==> src/rtl/audio_stream_buf_if.sv <==
// audio_stream_buf_if: bundles the host-side FIFO handshakes and the codec-side
// frame strobe/data of audio_stream_buf. The master modport is the host+codec
// side, the slave modport is the buffer itself. clk/reset are not part of it.
interface audio_stream_buf_if #(
  parameter int DEPTH_LOG2 = 4
);
  // host playback side
  logic                  play_wr;
  logic [31:0]           play_data;
  logic                  play_full;
  logic [DEPTH_LOG2:0]   play_level;
  // host capture side
  logic                  rec_rd;
  logic [31:0]           rec_data;
  logic                  rec_empty;
  logic [DEPTH_LOG2:0]   rec_level;
  // codec side
  logic                  load_done_tick;
  logic [31:0]           adc_frame;
  logic [31:0]           dac_frame;
  // error reporting
  logic                  underrun;
  logic                  overrun;
  logic                  clr_err;
  logic [7:0]            underrun_cnt;
  logic [7:0]            overrun_cnt;

  modport master (
    output play_wr, play_data, rec_rd, load_done_tick, adc_frame, clr_err,
    input  play_full, play_level, rec_data, rec_empty, rec_level,
           dac_frame, underrun, overrun, underrun_cnt, overrun_cnt
  );

  modport slave (
    input  play_wr, play_data, rec_rd, load_done_tick, adc_frame, clr_err,
    output play_full, play_level, rec_data, rec_empty, rec_level,
           dac_frame, underrun, overrun, underrun_cnt, overrun_cnt
  );
endinterface

==> src/rtl/audio_stream_buf.sv <==
// audio_stream_buf: playback and capture frame FIFOs between host logic and the
// codec serial interface; both FIFOs advance on the codec's load_done_tick.
// Ports: clk, reset (sync, active-high), bus (audio_stream_buf_if.slave) carrying
// play_wr/play_data/play_full/play_level, rec_rd/rec_data/rec_empty/rec_level,
// load_done_tick/adc_frame/dac_frame, underrun/overrun/clr_err and the two
// error counters. Optional macro AUDIO_STREAM_BUF_ERR_CNT_EN builds 8-bit
// saturating error counters; without it the counter outputs are tied to zero.
// Latency: host write visible in play_level next cycle; captured frame visible
// on rec_data/rec_empty the cycle after the tick. Full/empty writes or reads
// are dropped silently; ticks never stall (mute on underrun, drop on overrun).
module audio_stream_buf #(
  parameter int DEPTH_LOG2 = 4
) (
  input  logic               clk,
  input  logic               reset,
  audio_stream_buf_if.slave  bus
);

  localparam int                  DEPTH    = 1 << DEPTH_LOG2;
  localparam logic [DEPTH_LOG2:0] LVL_ZERO = '0;
  localparam logic [DEPTH_LOG2:0] LVL_FULL = {1'b1, {DEPTH_LOG2{1'b0}}};

  // ---------------------------------------------------------------- playback
  logic [31:0]           r_play_mem [DEPTH];
  logic [DEPTH_LOG2-1:0] r_play_wp;
  logic [DEPTH_LOG2-1:0] r_play_rp;
  logic [DEPTH_LOG2:0]   r_play_level;
  logic [DEPTH_LOG2:0]   w_play_level_nxt;
  logic                  r_play_full;
  logic [31:0]           r_dac_frame;
  logic                  w_play_push;
  logic                  w_play_pop;
  logic                  w_underrun_evt;

  // Both decisions use the pre-cycle level, so a frame written into an empty
  // FIFO cannot be popped by a tick in the same cycle.
  assign w_play_push    = bus.play_wr && (r_play_level != LVL_FULL);
  assign w_play_pop     = bus.load_done_tick && (r_play_level != LVL_ZERO);
  assign w_underrun_evt = bus.load_done_tick && (r_play_level == LVL_ZERO);

  always_comb begin
    w_play_level_nxt = r_play_level;
    if (w_play_push && !w_play_pop) begin
      w_play_level_nxt = r_play_level + 1'b1;
    end else if (w_play_pop && !w_play_push) begin
      w_play_level_nxt = r_play_level - 1'b1;
    end
  end

  always_ff @(posedge clk) begin
    if (w_play_push) begin
      r_play_mem[r_play_wp] <= bus.play_data;
    end
  end

  always_ff @(posedge clk) begin
    if (reset) begin
      r_play_wp    <= '0;
      r_play_rp    <= '0;
      r_play_level <= '0;
      r_play_full  <= 1'b0;
      r_dac_frame  <= 32'h0;
    end else begin
      if (w_play_push) r_play_wp <= r_play_wp + 1'b1;
      if (w_play_pop)  r_play_rp <= r_play_rp + 1'b1;
      r_play_level <= w_play_level_nxt;
      r_play_full  <= (w_play_level_nxt == LVL_FULL);
      // One frame of prefetch: the codec loads this value on the next tick.
      if (bus.load_done_tick) begin
        r_dac_frame <= w_play_pop ? r_play_mem[r_play_rp] : 32'h0;
      end
    end
  end

  // ----------------------------------------------------------------- capture
  logic [31:0]           r_rec_mem [DEPTH];
  logic [DEPTH_LOG2-1:0] r_rec_wp;
  logic [DEPTH_LOG2-1:0] r_rec_rp;
  logic [DEPTH_LOG2:0]   r_rec_level;
  logic [DEPTH_LOG2:0]   w_rec_level_nxt;
  logic                  r_rec_empty;
  logic                  w_rec_push;
  logic                  w_rec_pop;
  logic                  w_overrun_evt;

  // A full FIFO drops the tick's frame even if the host pops in the same cycle.
  assign w_rec_push    = bus.load_done_tick && (r_rec_level != LVL_FULL);
  assign w_rec_pop     = bus.rec_rd && (r_rec_level != LVL_ZERO);
  assign w_overrun_evt = bus.load_done_tick && (r_rec_level == LVL_FULL);

  always_comb begin
    w_rec_level_nxt = r_rec_level;
    if (w_rec_push && !w_rec_pop) begin
      w_rec_level_nxt = r_rec_level + 1'b1;
    end else if (w_rec_pop && !w_rec_push) begin
      w_rec_level_nxt = r_rec_level - 1'b1;
    end
  end

  always_ff @(posedge clk) begin
    if (w_rec_push) begin
      r_rec_mem[r_rec_wp] <= bus.adc_frame;
    end
  end

  always_ff @(posedge clk) begin
    if (reset) begin
      r_rec_wp    <= '0;
      r_rec_rp    <= '0;
      r_rec_level <= '0;
      r_rec_empty <= 1'b1;
    end else begin
      if (w_rec_push) r_rec_wp <= r_rec_wp + 1'b1;
      if (w_rec_pop)  r_rec_rp <= r_rec_rp + 1'b1;
      r_rec_level <= w_rec_level_nxt;
      r_rec_empty <= (w_rec_level_nxt == LVL_ZERO);
    end
  end

  // ------------------------------------------------------------ error flags
  logic r_underrun;
  logic r_overrun;

  // clr_err wins over a set event in the same cycle.
  always_ff @(posedge clk) begin
    if (reset || bus.clr_err) begin
      r_underrun <= 1'b0;
      r_overrun  <= 1'b0;
    end else begin
      if (w_underrun_evt) r_underrun <= 1'b1;
      if (w_overrun_evt)  r_overrun  <= 1'b1;
    end
  end

`ifdef AUDIO_STREAM_BUF_ERR_CNT_EN
  logic [7:0] r_underrun_cnt;
  logic [7:0] r_overrun_cnt;

  always_ff @(posedge clk) begin
    if (reset || bus.clr_err) begin
      r_underrun_cnt <= 8'h0;
      r_overrun_cnt  <= 8'h0;
    end else begin
      if (w_underrun_evt && (r_underrun_cnt != 8'hFF)) r_underrun_cnt <= r_underrun_cnt + 8'h1;
      if (w_overrun_evt  && (r_overrun_cnt  != 8'hFF)) r_overrun_cnt  <= r_overrun_cnt + 8'h1;
    end
  end

  assign bus.underrun_cnt = r_underrun_cnt;
  assign bus.overrun_cnt  = r_overrun_cnt;
`else
  assign bus.underrun_cnt = 8'h0;
  assign bus.overrun_cnt  = 8'h0;
`endif

  // ----------------------------------------------------------------- outputs
  assign bus.play_full  = r_play_full;
  assign bus.play_level = r_play_level;
  assign bus.dac_frame  = r_dac_frame;
  assign bus.rec_level  = r_rec_level;
  assign bus.rec_empty  = r_rec_empty;
  // First-word fall-through: head is read combinationally from the RAM.
  assign bus.rec_data   = r_rec_mem[r_rec_rp];
  assign bus.underrun   = r_underrun;
  assign bus.overrun    = r_overrun;

endmodule

==> src/flat_wrapper.sv <==
// flat-port wrapper written by rule: the top's interface ports become plain ports
module audio_stream_buf_flat 
#(
  parameter int DEPTH_LOG2 = 4
)
  (clk, reset, bus_play_wr, bus_play_data, bus_rec_rd, bus_load_done_tick, bus_adc_frame, bus_clr_err, bus_play_full, bus_play_level, bus_rec_data, bus_rec_empty, bus_rec_level, bus_dac_frame, bus_underrun, bus_overrun, bus_underrun_cnt, bus_overrun_cnt);
  audio_stream_buf_if #(.DEPTH_LOG2(DEPTH_LOG2)) bus_i ();
  input  logic clk;
  input  logic reset;
  input wire logic [$bits(bus_i.play_wr)-1:0] bus_play_wr;
  input wire logic [$bits(bus_i.play_data)-1:0] bus_play_data;
  input wire logic [$bits(bus_i.rec_rd)-1:0] bus_rec_rd;
  input wire logic [$bits(bus_i.load_done_tick)-1:0] bus_load_done_tick;
  input wire logic [$bits(bus_i.adc_frame)-1:0] bus_adc_frame;
  input wire logic [$bits(bus_i.clr_err)-1:0] bus_clr_err;
  output wire logic [$bits(bus_i.play_full)-1:0] bus_play_full;
  output wire logic [$bits(bus_i.play_level)-1:0] bus_play_level;
  output wire logic [$bits(bus_i.rec_data)-1:0] bus_rec_data;
  output wire logic [$bits(bus_i.rec_empty)-1:0] bus_rec_empty;
  output wire logic [$bits(bus_i.rec_level)-1:0] bus_rec_level;
  output wire logic [$bits(bus_i.dac_frame)-1:0] bus_dac_frame;
  output wire logic [$bits(bus_i.underrun)-1:0] bus_underrun;
  output wire logic [$bits(bus_i.overrun)-1:0] bus_overrun;
  output wire logic [$bits(bus_i.underrun_cnt)-1:0] bus_underrun_cnt;
  output wire logic [$bits(bus_i.overrun_cnt)-1:0] bus_overrun_cnt;
  assign bus_i.play_wr = bus_play_wr;
  assign bus_i.play_data = bus_play_data;
  assign bus_i.rec_rd = bus_rec_rd;
  assign bus_i.load_done_tick = bus_load_done_tick;
  assign bus_i.adc_frame = bus_adc_frame;
  assign bus_i.clr_err = bus_clr_err;
  assign bus_play_full = bus_i.play_full;
  assign bus_play_level = bus_i.play_level;
  assign bus_rec_data = bus_i.rec_data;
  assign bus_rec_empty = bus_i.rec_empty;
  assign bus_rec_level = bus_i.rec_level;
  assign bus_dac_frame = bus_i.dac_frame;
  assign bus_underrun = bus_i.underrun;
  assign bus_overrun = bus_i.overrun;
  assign bus_underrun_cnt = bus_i.underrun_cnt;
  assign bus_overrun_cnt = bus_i.overrun_cnt;
  audio_stream_buf #(.DEPTH_LOG2(DEPTH_LOG2)) u_core (.clk(clk), .reset(reset), .bus(bus_i));
endmodule
==> config.mk <==
export PLATFORM = sky130hd
export DESIGN_NAME = audio_stream_buf_flat
export DESIGN_NICKNAME = d
export VERILOG_FILES = /design/src/rtl/audio_stream_buf_if.sv /design/src/rtl/audio_stream_buf.sv /design/src/flat_wrapper.sv
export SDC_FILE = /design/constraint.sdc
export NUM_CORES = 1
export LEC_CHECK = 0
export ABC_AREA = 1
export ABC_CLOCK_PERIOD_IN_PS = 6950
export BUFFER_PORTS_ARGS = -buffer_cell sky130_fd_sc_hd__buf_2
export CAP_MARGIN = 15
export CORE_MARGIN = 4
export CORE_UTILIZATION = 40
export CTS_CLUSTER_DIAMETER = 50
export DETAILED_ROUTE_END_ITERATION = 6
export GPL_TIMING_DRIVEN = 0
export PLACE_DENSITY = 0.56
export SYNTH_ARGS = -nofsm -noshare
export SYNTH_HDL_FRONTEND = slang
export SYNTH_SLANG_ARGS = --single-unit
==> constraint.sdc <==
create_clock -name clk -period 6.95 [get_ports clk]
set_input_delay 0 -clock clk [delete_from_list [all_inputs] [get_ports clk]]
set_output_delay 0 -clock clk [all_outputs]
set_load 0.005 [all_outputs]
==> results.txt <==
Vert. Die Dim -> 340 um
Finished Layout Cells -> 5396
Fin area -> 52400 um2
Syn Area/Cell -> 12.9 um2
Slew @ Worst Pin -> 1.10 ns
Async SR Flop Fraction -> 0
Area growth, synth to finish -> 18.6%
CTS tree -> yes
Worst EP required -> 6.95 ns
DR pass1 iterations -> 7
Placed cell count -> 5101
CP peak stage delay -> 0.69 ns
First-pass GRT wire length -> 187000 um
Type of the worst min-delay path -> input port to flop
Max_cap viols -> 0
Vias -> 28900
Top_reg_cell synth -> edfxtp_1
Fmax -> 0.295 GHz
Reg2reg start -> u_core.bus.rec_level[0]
Minimum clock period -> 3.39 ns
Lkg Pwr -> 18.5 nW
Distinct cells, synth -> 26
Total GRT Usage -> 0.220
Vias in the first global route -> 27500
Later-pin clock latency in the skew report -> 0.70 ns
Setup ws final -> 3.56 ns
Crit path DAT -> 3.39 ns
Hpwl dp -> 86100 um
Synth area leaders -> edfxtp_1 (70%), o211ai_1 (4.0%), a21oi_1 (3.8%)
Fin. Hold Viols -> 0
Root Driver -> clkbuf_16
Area share of the largest cell type after synthesis -> 0.696
Final clock skew -> 0.0221 ns
Final max-slew violation count -> 0
RSZ-0062 raised after global routing -> no
RePlAce Congestion -> 0.814
Die area -> 116000 um2
Largest area contributor in the netlist -> edfxtp_1
Port bufs -> 146
Die width -> 340 um
Cell Area, Synth -> 44200 um2
Placed cell area -> 47800 um2
Initial Utilization -> 0.404
Core area -> 109000 um2
Yosys warning count -> 0
PD cells -> 348 nW/um2
# IOs -> 164
Register area share after synthesis -> 0.728
Crit path capture type -> primary output
Crit path max-delay cell type -> clkbuf_1
Pre-CTS setup slack -> 4.01 ns
Crit-path cells -> inv_1, buf_2, clkbuf_1, clkbuf_1, o211ai_1, nand3_1, nand2_1, buf_2
Worst-path maximum fanout -> 10
Number of synthesized flops with an enable pin -> 1024
Count leader, synth -> edfxtp_1
Initial antenna violation count -> 7
Share of cells above drive strength 1 -> 0.125
Utilization after layout -> 0.479
WL final -> 131000 um
Largest net degree at the start of global routing -> 24
Worst vdd ir -> 0.232 mV
Worst-path clk slew -> 0.06 ns
Total Power -> 18.2 mW
Top cells by count, synth -> edfxtp_1 (1024), inv_1 (426), nand2_1 (349)
Outcome -> completed
Setup TNS -> 0 ns
Via/cell ratio -> 5.36
Hold WS -> 0.207 ns
Num Clock Sinks -> 1094
Crit path launch type -> flop
Clk buf depth -> 3
Row count -> 121
HP Start -> bus_clr_err
Yosys reg bits -> 1094
Crit Path Class -> flop to primary output
Nets -> 3898
DR DRC count -> 0
Cells after Synth -> 3430
# resized after CTS -> 0
Routed wire per std cell -> 24.2 um
H-tree depth -> 3
Grt total ovfl -> 0
Antenna viol nets, final -> 0
Final setup violation count -> 0
Num CTS Buffers -> 117
DRT iter0 DRCs -> 2916
Slew HR -> 0.270
Final Cycle Share -> 0.488
routing by layer:
| metal | part of all wire | up-vias | track usage | routed length (um) |
|---|---|---|---|---|
| met5 | 0.00010 | - | 0 | 13 |
| met4 | 0.025 | 2 | 0.0607 | 3220 |
| met3 | 0.078 | 201 | 0.0364 | 10200 |
| met2 | 0.46 | 1172 | 0.347 | 60300 |
| met1 | 0.44 | 14400 | 0.315 | 56800 |
| li1 | - | 13100 | - | - |
flip-flops by register name, indices dropped and copies added, names as in the netlist, named ones only:
register,count
u_core.bus.rec_level,5
u_core.r_play_mem,512
u_core.bus.play_level,5
u_core.bus.overrun,1
u_core.bus.play_full,1
u_core.r_rec_rp,4
u_core.bus.dac_frame,32
u_core.bus.underrun,1
u_core.r_rec_mem,512
u_core.r_play_wp,4
u_core.r_play_rp,4
u_core.bus.rec_empty,1
u_core.r_rec_wp,4
what timing repair did:
item	CTS	global route
hold buffers	70	0
endpoints found under the hold margin	1054	0
buffers inserted	0	0
area by class of cell:
cell class / count / area [um2]
antenna: 5 / 12.5
buffer: 225 / 1140
clock buffer: 158 / 3230
clock inverter: 62 / 641
fill: 9769 / 56900
inverter: 430 / 1610
multi-input combinational: 1696 / 9560
sequential: 1094 / 32200
tap: 1476 / 1850
timing repair buffer: 250 / 2190
critical path: cells and delay by family, from the launching register on:
family	cells	cell delay, ns
AO/OA/AOI/OAI	1	0.21
AND/OR/NAND/NOR	2	0.35
flip-flops	1	0.39
buffers and inverters	5	1.74
power breakdown:
part           total (mW)  leakage, nW  internal (mW)  switching (mW)
combinational        4.46         6.80           1.37            3.09
clock                6.26         1.89           3.66            2.59
sequential           7.52         9.82           7.42           0.107
kinds of logic after synthesis:
| family | count (synthesis) | synth area share |
|---|---|---|
| flops | 1094 | 0.728 |
| compound gates | 925 | 0.118 |
| buf+inv | 655 | 0.0625 |
| simple gates | 609 | 0.0577 |
| mux | 128 | 0.0290 |
| fa+ha+maj | 14 | 0.00397 |
| xor+xnor | 4 | 0.000793 |
| other cells | 1 | 0.0000849 |
final timing paths:
check	slack (ns)	depth (start not counted)	end
hold / removal	0.21	4	u_core.bus.underrun
setup reg to reg	4.01	8	u_core.r_rec_mem[2][20]
setup / recovery	3.56	8	bus_rec_data[6]
hold reg to reg	0.46	2	u_core.bus.dac_frame[21]
cells in the final DEF, fill, tap and decap left out, types with 70 or more instances in the layout:
cell type / n
dfxtp_1: 70
nand3_1: 189
inv_1: 426
dlygate4sd3_1: 70
a21oi_1: 333
mux2i_1: 128
edfxtp_1: 1024
clkbuf_1: 140
buf_2: 197
nand2_1: 349
clkbuf_16: 120
o211ai_1: 234
o21ai_0: 317
(Power assumes the default switching activity.)
